--- config.mk ---
export PLATFORM = sky130hd
export DESIGN_NAME = mmcm_reset_sequencer
export DESIGN_NICKNAME = d
export VERILOG_FILES = /design/src/rtl/mmcm_reset_sequencer.sv
export SDC_FILE = /design/constraint.sdc
export NUM_CORES = 1
export LEC_CHECK = 0
export BUFFER_PORTS_ARGS = -buffer_cell sky130_fd_sc_hd__buf_2
export CORE_MARGIN = 1
export CORE_UTILIZATION = 25
export DETAILED_ROUTE_END_ITERATION = 7
export GPL_TIMING_DRIVEN = 0
export PLACE_DENSITY = 0.49
export SLEW_MARGIN = 5
export SYNTH_ARGS = -nofsm -noshare
export SYNTH_HDL_FRONTEND = slang
export SYNTH_SLANG_ARGS = --single-unit
--- constraint.sdc ---
create_clock -name CLK -period 5.1 [get_ports CLK]
set_clock_uncertainty 0.1 [all_clocks]
set_input_delay 1.53 -clock CLK [delete_from_list [all_inputs] [get_ports CLK]]
set_output_delay 1.53 -clock CLK [all_outputs]
set_load 0.02 [all_outputs]
--- src/rtl/mmcm_reset_sequencer.sv ---
// MMCM reset / power-down sequencer: synchronizes LOCKED and the power-down request,
// retries on lock timeout, and recovers from lock loss. Define MMCM_SEQ_LOSS_COUNT_EN to count lock losses.
module mmcm_reset_sequencer #(
  parameter int RST_CYCLES    = 8,
  parameter int LOCK_TIMEOUT  = 1024,
  parameter int STABLE_CYCLES = 16,
  parameter int MAX_RETRIES   = 3
) (
  input  logic       CLK,
  input  logic       RST,
  input  logic       I_PWRDWN_REQ,
  input  logic       I_LOCKED,
  output logic       O_MMCM_RST,
  output logic       O_MMCM_PWRDWN,
  output logic       O_READY,
  output logic       O_FAIL,
  output logic [3:0] O_RETRIES,
  output logic [7:0] O_LOSS_CNT
);

  localparam int MAX_A = (RST_CYCLES > STABLE_CYCLES) ? RST_CYCLES : STABLE_CYCLES;
  localparam int MAX_L = (MAX_A > LOCK_TIMEOUT) ? MAX_A : LOCK_TIMEOUT;
  localparam int CW    = $clog2(MAX_L);

  localparam logic [CW-1:0] RST_LAST = CW'(RST_CYCLES - 1);
  localparam logic [CW-1:0] TO_LAST  = CW'(LOCK_TIMEOUT - 1);
  localparam logic [CW-1:0] ST_LAST  = CW'(STABLE_CYCLES - 1);
  localparam logic [3:0]    RETRY_MAX = 4'(MAX_RETRIES);

  typedef enum logic [2:0] {
    S_PWRDWN, S_RESET, S_WAIT, S_STABLE, S_READY, S_FAIL
  } state_t;

  state_t        state_q, state_d;
  logic [CW-1:0] cnt_q, cnt_d;
  logic [3:0]    retries_q, retries_d, retries_inc;
  logic [1:0]    lock_sync_q, pd_sync_q;
  logic          lock_s, pd_s, fail_att;
  logic          mmcm_rst_q, pwrdwn_q, ready_q, fail_q;

  assign lock_s      = lock_sync_q[1];
  assign pd_s        = pd_sync_q[1];
  assign retries_inc = (retries_q == 4'hF) ? 4'hF : retries_q + 4'd1;

  always_ff @(posedge CLK or posedge RST) begin
    if (RST) begin
      lock_sync_q <= '0;
      pd_sync_q   <= '0;
    end else begin
      lock_sync_q <= {lock_sync_q[0], I_LOCKED};
      pd_sync_q   <= {pd_sync_q[0], I_PWRDWN_REQ};
    end
  end

  always_comb begin
    state_d   = state_q;
    cnt_d     = cnt_q;
    retries_d = retries_q;
    fail_att  = 1'b0;
    if (pd_s) begin
      state_d   = S_PWRDWN;
      retries_d = '0;
    end else begin
      case (state_q)
        S_PWRDWN: begin
          retries_d = '0;
          state_d   = S_RESET;
        end
        S_RESET: begin
          cnt_d = cnt_q + 1'b1;
          if (cnt_q == RST_LAST) state_d = S_WAIT;
        end
        S_WAIT: begin
          cnt_d = cnt_q + 1'b1;
          // Lock is tested first so it wins over a coincident timeout.
          if (lock_s)                 state_d  = S_STABLE;
          else if (cnt_q == TO_LAST)  fail_att = 1'b1;
        end
        S_STABLE: begin
          cnt_d = cnt_q + 1'b1;
          if (!lock_s) fail_att = 1'b1;
          else if (cnt_q == ST_LAST) begin
            state_d   = S_READY;
            retries_d = '0;
          end
        end
        S_READY: if (!lock_s) state_d = S_RESET;
        default: state_d = S_FAIL;
      endcase
      if (fail_att) begin
        retries_d = retries_inc;
        state_d   = (retries_inc >= RETRY_MAX) ? S_FAIL : S_RESET;
      end
    end
    if (state_d != state_q) cnt_d = '0;
  end

  // Outputs are decoded from the next state so they change on the same edge as the state.
  always_ff @(posedge CLK or posedge RST) begin
    if (RST) begin
      state_q    <= S_RESET;
      cnt_q      <= '0;
      retries_q  <= '0;
      mmcm_rst_q <= 1'b1;
      pwrdwn_q   <= 1'b0;
      ready_q    <= 1'b0;
      fail_q     <= 1'b0;
    end else begin
      state_q    <= state_d;
      cnt_q      <= cnt_d;
      retries_q  <= retries_d;
      mmcm_rst_q <= (state_d == S_PWRDWN) || (state_d == S_RESET) || (state_d == S_FAIL);
      pwrdwn_q   <= (state_d == S_PWRDWN);
      ready_q    <= (state_d == S_READY);
      fail_q     <= (state_d == S_FAIL);
    end
  end

  assign O_MMCM_RST    = mmcm_rst_q;
  assign O_MMCM_PWRDWN = pwrdwn_q;
  assign O_READY       = ready_q;
  assign O_FAIL        = fail_q;
  assign O_RETRIES     = retries_q;

`ifdef MMCM_SEQ_LOSS_COUNT_EN
  logic [7:0] loss_q;
  logic       loss_inc;

  // Power-down on the same edge suppresses the count.
  assign loss_inc = (state_q == S_READY) && !lock_s && !pd_s;

  always_ff @(posedge CLK or posedge RST) begin
    if (RST)                            loss_q <= '0;
    else if (loss_inc && loss_q != 8'hFF) loss_q <= loss_q + 8'd1;
  end

  assign O_LOSS_CNT = loss_q;
`else
  assign O_LOSS_CNT = 8'd0;
`endif

endmodule
==> flow_summary.toml, run 1 <==
[drt]
detail_route.wl_per_cell_um = 11.20
ant_nets = 0
drc = 2
vias_per_cell = 4.514
firstDrtPassIters = 6
drt-total-wl_um = 2745
vias = 1106
drt_iter0_drc = 63

[global_route]
antenna_found_initial = 0
met2_track_usage_gr_pct = 15.93
wire_length_of_the_first_global_routing_pass_um = 4850
grt_start_max_net_pins = 26
groute.usage.overall_pct = 10.12
grtUsageMet1_pct = 13.19
grt_remaining_overflow = 0
met3_usage_pct = 1.882
grt_pass1_vias = 1060
busiest_layer = "met2"

[pwr]
comb_power_share_pct = 10.3
power.share.switching_pct = 26.32
total_switching_power_uw = 97.42
clock_power_share_pct = 34.4
power_report.internal_total_uw = 272.7
vdd.ir_drop.worst_mv = 0.1046
leakage_nw = 0.7074
pwr-share-seq_pct = 55.2
power_density_of_the_placed_cells_nw_per_um2 = 224.8

[synth]
syn_inst = 151
synth-async-reset-ratio_pct = 100.0
dominant_cell_by_count_in_the_synthesized_netlist = "sky130_fd_sc_hd__dfrtp_1"
leading_register_cell_type_out_of_synthesis = "sky130_fd_sc_hd__dfrtp_1"
post_synth_edffs = 0
syn-cell-area_um2 = 1425
yosysTopAreaCell = "sky130_fd_sc_hd__dfrtp_1"
synth.yosys.warnings = 0
synth.yosys.seq_area_share_pct = 44.07
synth_top_cells_by_area = "sky130_fd_sc_hd__dfrtp_1, sky130_fd_sc_hd__nor2_1, sky130_fd_sc_hd__buf_4"
synth.cells.most_frequent = "sky130_fd_sc_hd__dfrtp_1, sky130_fd_sc_hd__nor2_1, sky130_fd_sc_hd__nand2_1, sky130_fd_sc_hd__a21oi_1, sky130_fd_sc_hd__buf_4"
postSynthRegisterBits = 25
synth_cell_type_count = 47
synthesis.area_per_instance_um2 = 9.438
synth_largest_type_area_fraction_pct = 40.39

[floorplan]
die_height_um = 77.50
dieArea_um2 = 6006
io_count = 20
core_region_area_um2 = 5507
rows = 27
die_w_um = 77.50
floorplan.initialDensity_pct = 25.88

[final_layout]
area_delta_synth_final_pct = 15.54
ff_latch_area_um2 = 628.1
multi_input_comb_area_um2 = 716.9
fillCellCount = 587
post_route_cells_drive_above_1_share_pct = 20.81
diodes = 0
layout.nets = 180

[worst_setup_path]
critPathCaptureType = "primary output"
regToRegSetupSlack_ns = 2.70
crit_slowest_cell = "sky130_fd_sc_hd__dfrtp_1"
timing.critical_path.max_delay_family = "flip-flops"
critical_path.max_fanout = 8
cp_data_required_time_ns = 3.47
timing.critical_path.cells = "buf_2"
critical_path.max_stage_delay_ns = 0.48
worst-endpoint-arrival_ns = 0.97
worst-r2r-cell-count = 6
critical_path.reg2reg.endpoint = "cnt_q[0]"
startpoint_of_the_worst_slack_reg_to_reg_timing_path = "cnt_q[0]"
start_kind = "flip-flop"
path_buf_inv = 1
timing_worst_setup_path_type = "flip-flop to primary output"

[cts]
ctsHtreeMaxLevel = 1
cts_hold_bufs = 0
clk_root_buffer_cell = "sky130_fd_sc_hd__clkbuf_8"
cts-buffers-inserted = 3
clock_insertion_delay_worst_skew_ns = 0.28
post_cts_buffers = 0
cts_resized = 0
cts_max_path_buffers = 2
clk_pin_slew_worst_paths_ns = 0.10
cts_tree = "yes"
tritoncts_num_sinks = 25

[hold_path]
hold_path.class = "flip-flop to flip-flop"
holdPathEnd = "lock_sync_q[1]"
timing.hold.worst.start = "lock_sync_q[0]"
hold_path_depth = 0

[place]
place.gp.congestion = 0.8285
place_hpwl_um = 2034
numPortBuffers = 11

[timing]
tightestPinTransition_ns = 0.9380
final_sum_of_negative_setup_slack_ns = 0
post_layout_min_period_ns = 2.599
setup_repair_after_global_routing_missed_its_margin = "no"
max_freq_mhz = 384.8
worst_slew_margin_relative_to_its_limit_pct = 37.40
timing_max_transition_violations_final = 0
final.period_utilization_pct = 50.96
setup_viol = 0
final.hold.worst_slack_ns = 0.2556
final_hold_viol_count = 0

[status]
outcome = "finished with violations"
violations = "DRC"

[run]
maxCapViolCount = 0
how the worst max path moves through the flow:
| stage | start | to | slack (ns) | cells past startpoint |
|---|---|---|---|---|
| after floorplan | O_MMCM_RST | O_MMCM_RST | 2.92 | 0 |
| after global placement | RST | O_READY | 2.56 | 2 |
| after detailed placement | RST | O_FAIL | 2.55 | 2 |
| after CTS | O_RETRIES[0] | O_RETRIES[0] | 2.49 | 1 |
| after global routing | O_RETRIES[0] | O_RETRIES[0] | 2.43 | 1 |
| final | O_RETRIES[0] | O_RETRIES[0] | 2.50 | 1 |
power by group through the flow:
stage / logic, mW / clock network, mW / registers (mW)
global placement: 0.0390 / 0 / 0.208
global route: 0.0433 / 0.140 / 0.205
finish: 0.0383 / 0.127 / 0.204
detailed placement: 0.0392 / 0 / 0.208
CTS: 0.0390 / 0.132 / 0.204
floorplan: 0.0313 / 0 / 0.208
final cells by class:
| cell class | instances | area share, % |
|---|---|---|
| buffer | 14 | 5.091 |
| clock buffer | 3 | 2.508 |
| clock inverter | 1 | 0.5319 |
| inverter | 6 | 1.368 |
| multi-input combinational | 113 | 43.54 |
| sequential | 25 | 38.15 |
| tap | 72 | 5.471 |
| timing repair buffer | 11 | 3.343 |
cells by family after synthesis:
family | synth area share [%]
other cells | 0.2631
flops | 44.07
xor+xnor | 5.531
simple gates | 23.71
fa+ha+maj | 1.756
buf+inv | 7.463
compound gates | 17.21
layer usage:
layer	routed length (µm)	vias up	share of wire, %
li1	-	561	-
met1	1358	517	49
met2	1246	24	45
met3	86	4	3.1
met4	53	0	1.9
met5	0	-	0
flip-flops by register name, summed over array words and instances (netlist names):
| name | count |
|---|---|
| cnt_q | 10 |
| O_RETRIES | 4 |
| state_q | 3 |
| lock_sync_q | 2 |
| pd_sync_q | 2 |
| O_FAIL | 1 |
| O_MMCM_PWRDWN | 1 |
| O_MMCM_RST | 1 |
| O_READY | 1 |
cells in the final DEF, fill, tap and decap left out, types with 5 or more instances in the layout:
| master | netlist | routed |
|---|---|---|
| sky130_fd_sc_hd__clkbuf_1 | 5 | 5 |
| sky130_fd_sc_hd__nand2_1 | 10 | 10 |
| sky130_fd_sc_hd__buf_2 | 1 | 12 |
| sky130_fd_sc_hd__nor2_1 | 19 | 19 |
| sky130_fd_sc_hd__nand2b_1 | 6 | 6 |
| sky130_fd_sc_hd__xor2_1 | 5 | 5 |
| sky130_fd_sc_hd__dfrtp_1 | 23 | 23 |
| sky130_fd_sc_hd__inv_1 | 6 | 6 |
| sky130_fd_sc_hd__conb_1 | 1 | 8 |
| sky130_fd_sc_hd__buf_4 | 8 | 8 |
| sky130_fd_sc_hd__a21oi_1 | 8 | 8 |
| sky130_fd_sc_hd__nand3_1 | 5 | 5 |
metrics by stage:
step | instance area, µm² | instances | total power [mW] | worst slack (ns) | utilization, %
after global placement | 1597 | 241 | 0.2473 | 2.560 | 28.99
after floorplan | 1451 | 158 | 0.2395 | 2.916 | -
after CTS | 1647 | 245 | 0.3757 | 2.486 | 29.90
after detailed placement | 1597 | 241 | 0.2474 | 2.549 | 28.99
after global routing | 1647 | 245 | 0.3880 | 2.432 | 29.90
final | 1647 | 245 | 0.3701 | 2.501 | 29.90
No activity file was read; power rests on OpenSTA's default activity.
==> run 2: changes to the inputs <==
- ABC_AREA: default -> 1
- clock period: 5.1 -> 2.5 ns (I/O delays scaled with it)
==> flow_summary.toml, run 2 <==
[worst_setup_path]
worst-endpoint-arrival_ns = 2.04
startpoint_of_the_worst_slack_reg_to_reg_timing_path = "O_RETRIES[0]"
timing.critical_path.max_delay_family = "simple AND/OR/NAND/NOR gates"
path_buf_inv = 1
critical_path.max_stage_delay_ns = 0.44
critPathCaptureType = "flip-flop"
worst-r2r-cell-count = 10
crit_slowest_cell = "sky130_fd_sc_hd__dfrtp_1"
start_kind = "flip-flop"
regToRegSetupSlack_ns = 0.55
cp_data_required_time_ns = 2.60
critical_path.reg2reg.endpoint = "cnt_q[3]"
timing.critical_path.cells = "ha_1 -> inv_1 -> nand2_1 -> o21ai_0 -> nand2_1 -> nand4_1 -> nand3_1 -> nand2_2 -> nand3_4 -> nor2_1"
worstSetupPathDepth = 10
timing.critical_path.mode_cell = "sky130_fd_sc_hd__nand2_1"
critical_path.max_fanout = 10
timing_worst_setup_path_type = "flip-flop to flip-flop"

[final_layout]
layout.nets = 201
most_used_cells_in_the_layout_excluding_fill_and_tap_cells = "sky130_fd_sc_hd__nand2_1, sky130_fd_sc_hd__nor2_1, sky130_fd_sc_hd__dfrtp_1, sky130_fd_sc_hd__inv_1, sky130_fd_sc_hd__nand3_1"
layout.cells.most_common = "sky130_fd_sc_hd__nand2_1"
most_flops_register = "cnt_q"
area_delta_synth_final_pct = 15.31
post_route_cells_drive_above_1_share_pct = 20.62
final_cell_area_um2 = 1630
diodes = 0
flip_flop_count_of_the_largest_register_all_copies_and_words_added = 10
layout.core_utilization_pct = 29.79

[timing]
final_sum_of_negative_setup_slack_ns = 0
final_hold_viol_count = 0
post_layout_min_period_ns = 1.946
final.period_utilization_pct = 77.85
tightestPinTransition_ns = 0.9707
post-route-worst-setup-slack_ns = 0.5539
setup_viol = 0
max_freq_mhz = 513.8
timing_max_transition_violations_final = 0
worst_slew_margin_relative_to_its_limit_pct = 35.21
setup_repair_after_global_routing_missed_its_margin = "no"

[synth]
synthesis.area_per_instance_um2 = 8.220
dominant_cell_by_count_in_the_synthesized_netlist = "sky130_fd_sc_hd__nand2_1"
synth.yosys.warnings = 0
synth_largest_type_area_fraction_pct = 40.71
synth.cells.most_frequent = "sky130_fd_sc_hd__nand2_1, sky130_fd_sc_hd__nor2_1, sky130_fd_sc_hd__dfrtp_1, sky130_fd_sc_hd__inv_1, sky130_fd_sc_hd__nand3_1"
synth-async-reset-ratio_pct = 100.0
syn_inst = 172
synth.yosys.seq_area_share_pct = 44.42
post_synth_edffs = 0
synth_top_cells_by_area = "sky130_fd_sc_hd__dfrtp_1, sky130_fd_sc_hd__nand2_1, sky130_fd_sc_hd__nor2_1"
synth_cell_type_count = 30
postSynthRegisterBits = 25
syn-cell-area_um2 = 1414
leading_register_cell_type_out_of_synthesis = "sky130_fd_sc_hd__dfrtp_1"
yosysTopAreaCell = "sky130_fd_sc_hd__dfrtp_1"

[cts]
clk_root_buffer_cell = "sky130_fd_sc_hd__clkbuf_8"
cts-buffers-inserted = 3
cts_tree = "yes"
post_cts_buffers = 0
clk_pin_slew_worst_paths_ns = 0.09
cts_hold_bufs = 0
tritoncts_num_sinks = 25
cts_max_path_buffers = 2
clock_insertion_delay_worst_skew_ns = 0.27
ctsHtreeMaxLevel = 1
cts_resized = 0

[drt]
firstDrtPassIters = 4
vias = 1116
route.met2.wl_um = 1047
drt-total-wl_um = 2531
detail_route.wl_per_cell_um = 9.515
drc = 0
topRoutingLayerUsed = "met4"
vias_per_cell = 4.195
drt_iter0_drc = 69
met1Wirelength_um = 1354
ant_nets = 0
wl_met3_um = 94

[place]
placed_cell_area_um2 = 1585
place_hpwl_um = 1922
numPortBuffers = 11
dpl_worst_slack_ns = 0.5239
place.gp.congestion = 0.8136

[hold_path]
holdPathEnd = "pd_sync_q[1]"
timing.hold.worst.start = "pd_sync_q[0]"
hold_path_depth = 0
hold_path.class = "flip-flop to flip-flop"

[global_route]
groute.usage.overall_pct = 9.653
wire_length_of_the_first_global_routing_pass_um = 4650
antenna_found_initial = 0
grt_pass1_vias = 1041
grt_start_max_net_pins = 26
grt_remaining_overflow = 0

[floorplan]
io_count = 20
die_w_um = 77.20
floorplan.initialDensity_pct = 25.83
die_height_um = 77.20
rows = 27
core_region_area_um2 = 5473
dieArea_um2 = 5960

[pwr]
power_density_of_the_placed_cells_nw_per_um2 = 462.0
vdd.ir_drop.worst_mv = 0.2399
leakage_nw = 0.8262

[status]
outcome = "completed"

[run]
maxCapViolCount = 0
run 2: changes by cell type in the layout (fill, tap and decap cells not counted), sizes merged, moves of 3 or more:
cell / previous run / this run
nand3: 5 / 17
nor3: 6 / 3
nand2: 10 / 38
nor2: 19 / 26
a21oi: 8 / 3
inv: 7 / 23
nand2b: 6 / 0
clkbuf: 8 / 5
run 2: cell type report:
| cell class | instances | area, µm² |
|---|---|---|
| plain buffers | 9 | 63.81 |
| clock buffers | 4 | 45.04 |
| fillers | 620 | 3842 |
| inverters | 23 | 86.33 |
| multi-input cells | 122 | 661.9 |
| flip-flops and latches | 25 | 628.1 |
| well taps | 72 | 90.09 |
| repair buffers | 11 | 55.05 |
run 2: worst reg2reg max path: cells and delay by family, from the launching register on:
kind / cells / cell delay (ns)
AND/OR/NAND/NOR: 7 / 0.78
flip-flops: 1 / 0.44
adder cells (fa/ha/maj): 1 / 0.25
AO/OA/AOI/OAI: 1 / 0.24
buffers and inverters: 1 / 0.07
run 2: worst max path at each step:
stage                  from        to
4_1_cts            cnt_q[0]  cnt_q[9]
2_1_floorplan  O_RETRIES[0]  cnt_q[0]
5_1_grt            cnt_q[0]  cnt_q[9]
6_report       O_RETRIES[0]  cnt_q[3]
3_5_place_dp       cnt_q[0]  cnt_q[9]
3_3_place_gp       cnt_q[0]  cnt_q[9]
run 2: cells by family after synthesis:
logic type      synth area share [%]
other cells                   0.2652
buf+inv                        10.62
xor+xnor                       5.576
compound gates                 5.930
simple gates                   30.71
flops                          44.42
fa+ha+maj                      1.770
mux                           0.7080
run 2: where the power goes:
part / total, mW / internal (mW) / switching [mW]
Combinational: 0.0875 / 0.0296 / 0.0579
Sequential: 0.424 / 0.415 / 0.00910
Clock: 0.242 / 0.114 / 0.128
Total: 0.753 / 0.558 / 0.195
run 2: metrics by stage:
step	power [mW]	std cells	hold slack, ns
2_1_floorplan	0.5025	179	0.2312
3_3_place_gp	0.5208	262	0.2320
3_5_place_dp	0.5218	262	0.2364
4_1_cts	0.7698	266	0.2589
5_1_grt	0.8015	266	0.2661
6_report	0.7533	266	0.2544
run 2: per-layer routing:
metal	track usage (%)	up-vias
li1	-	573
met1	13.67	519
met2	14.69	20
met3	1.905	4
met4	2.830	0
met5	0	-
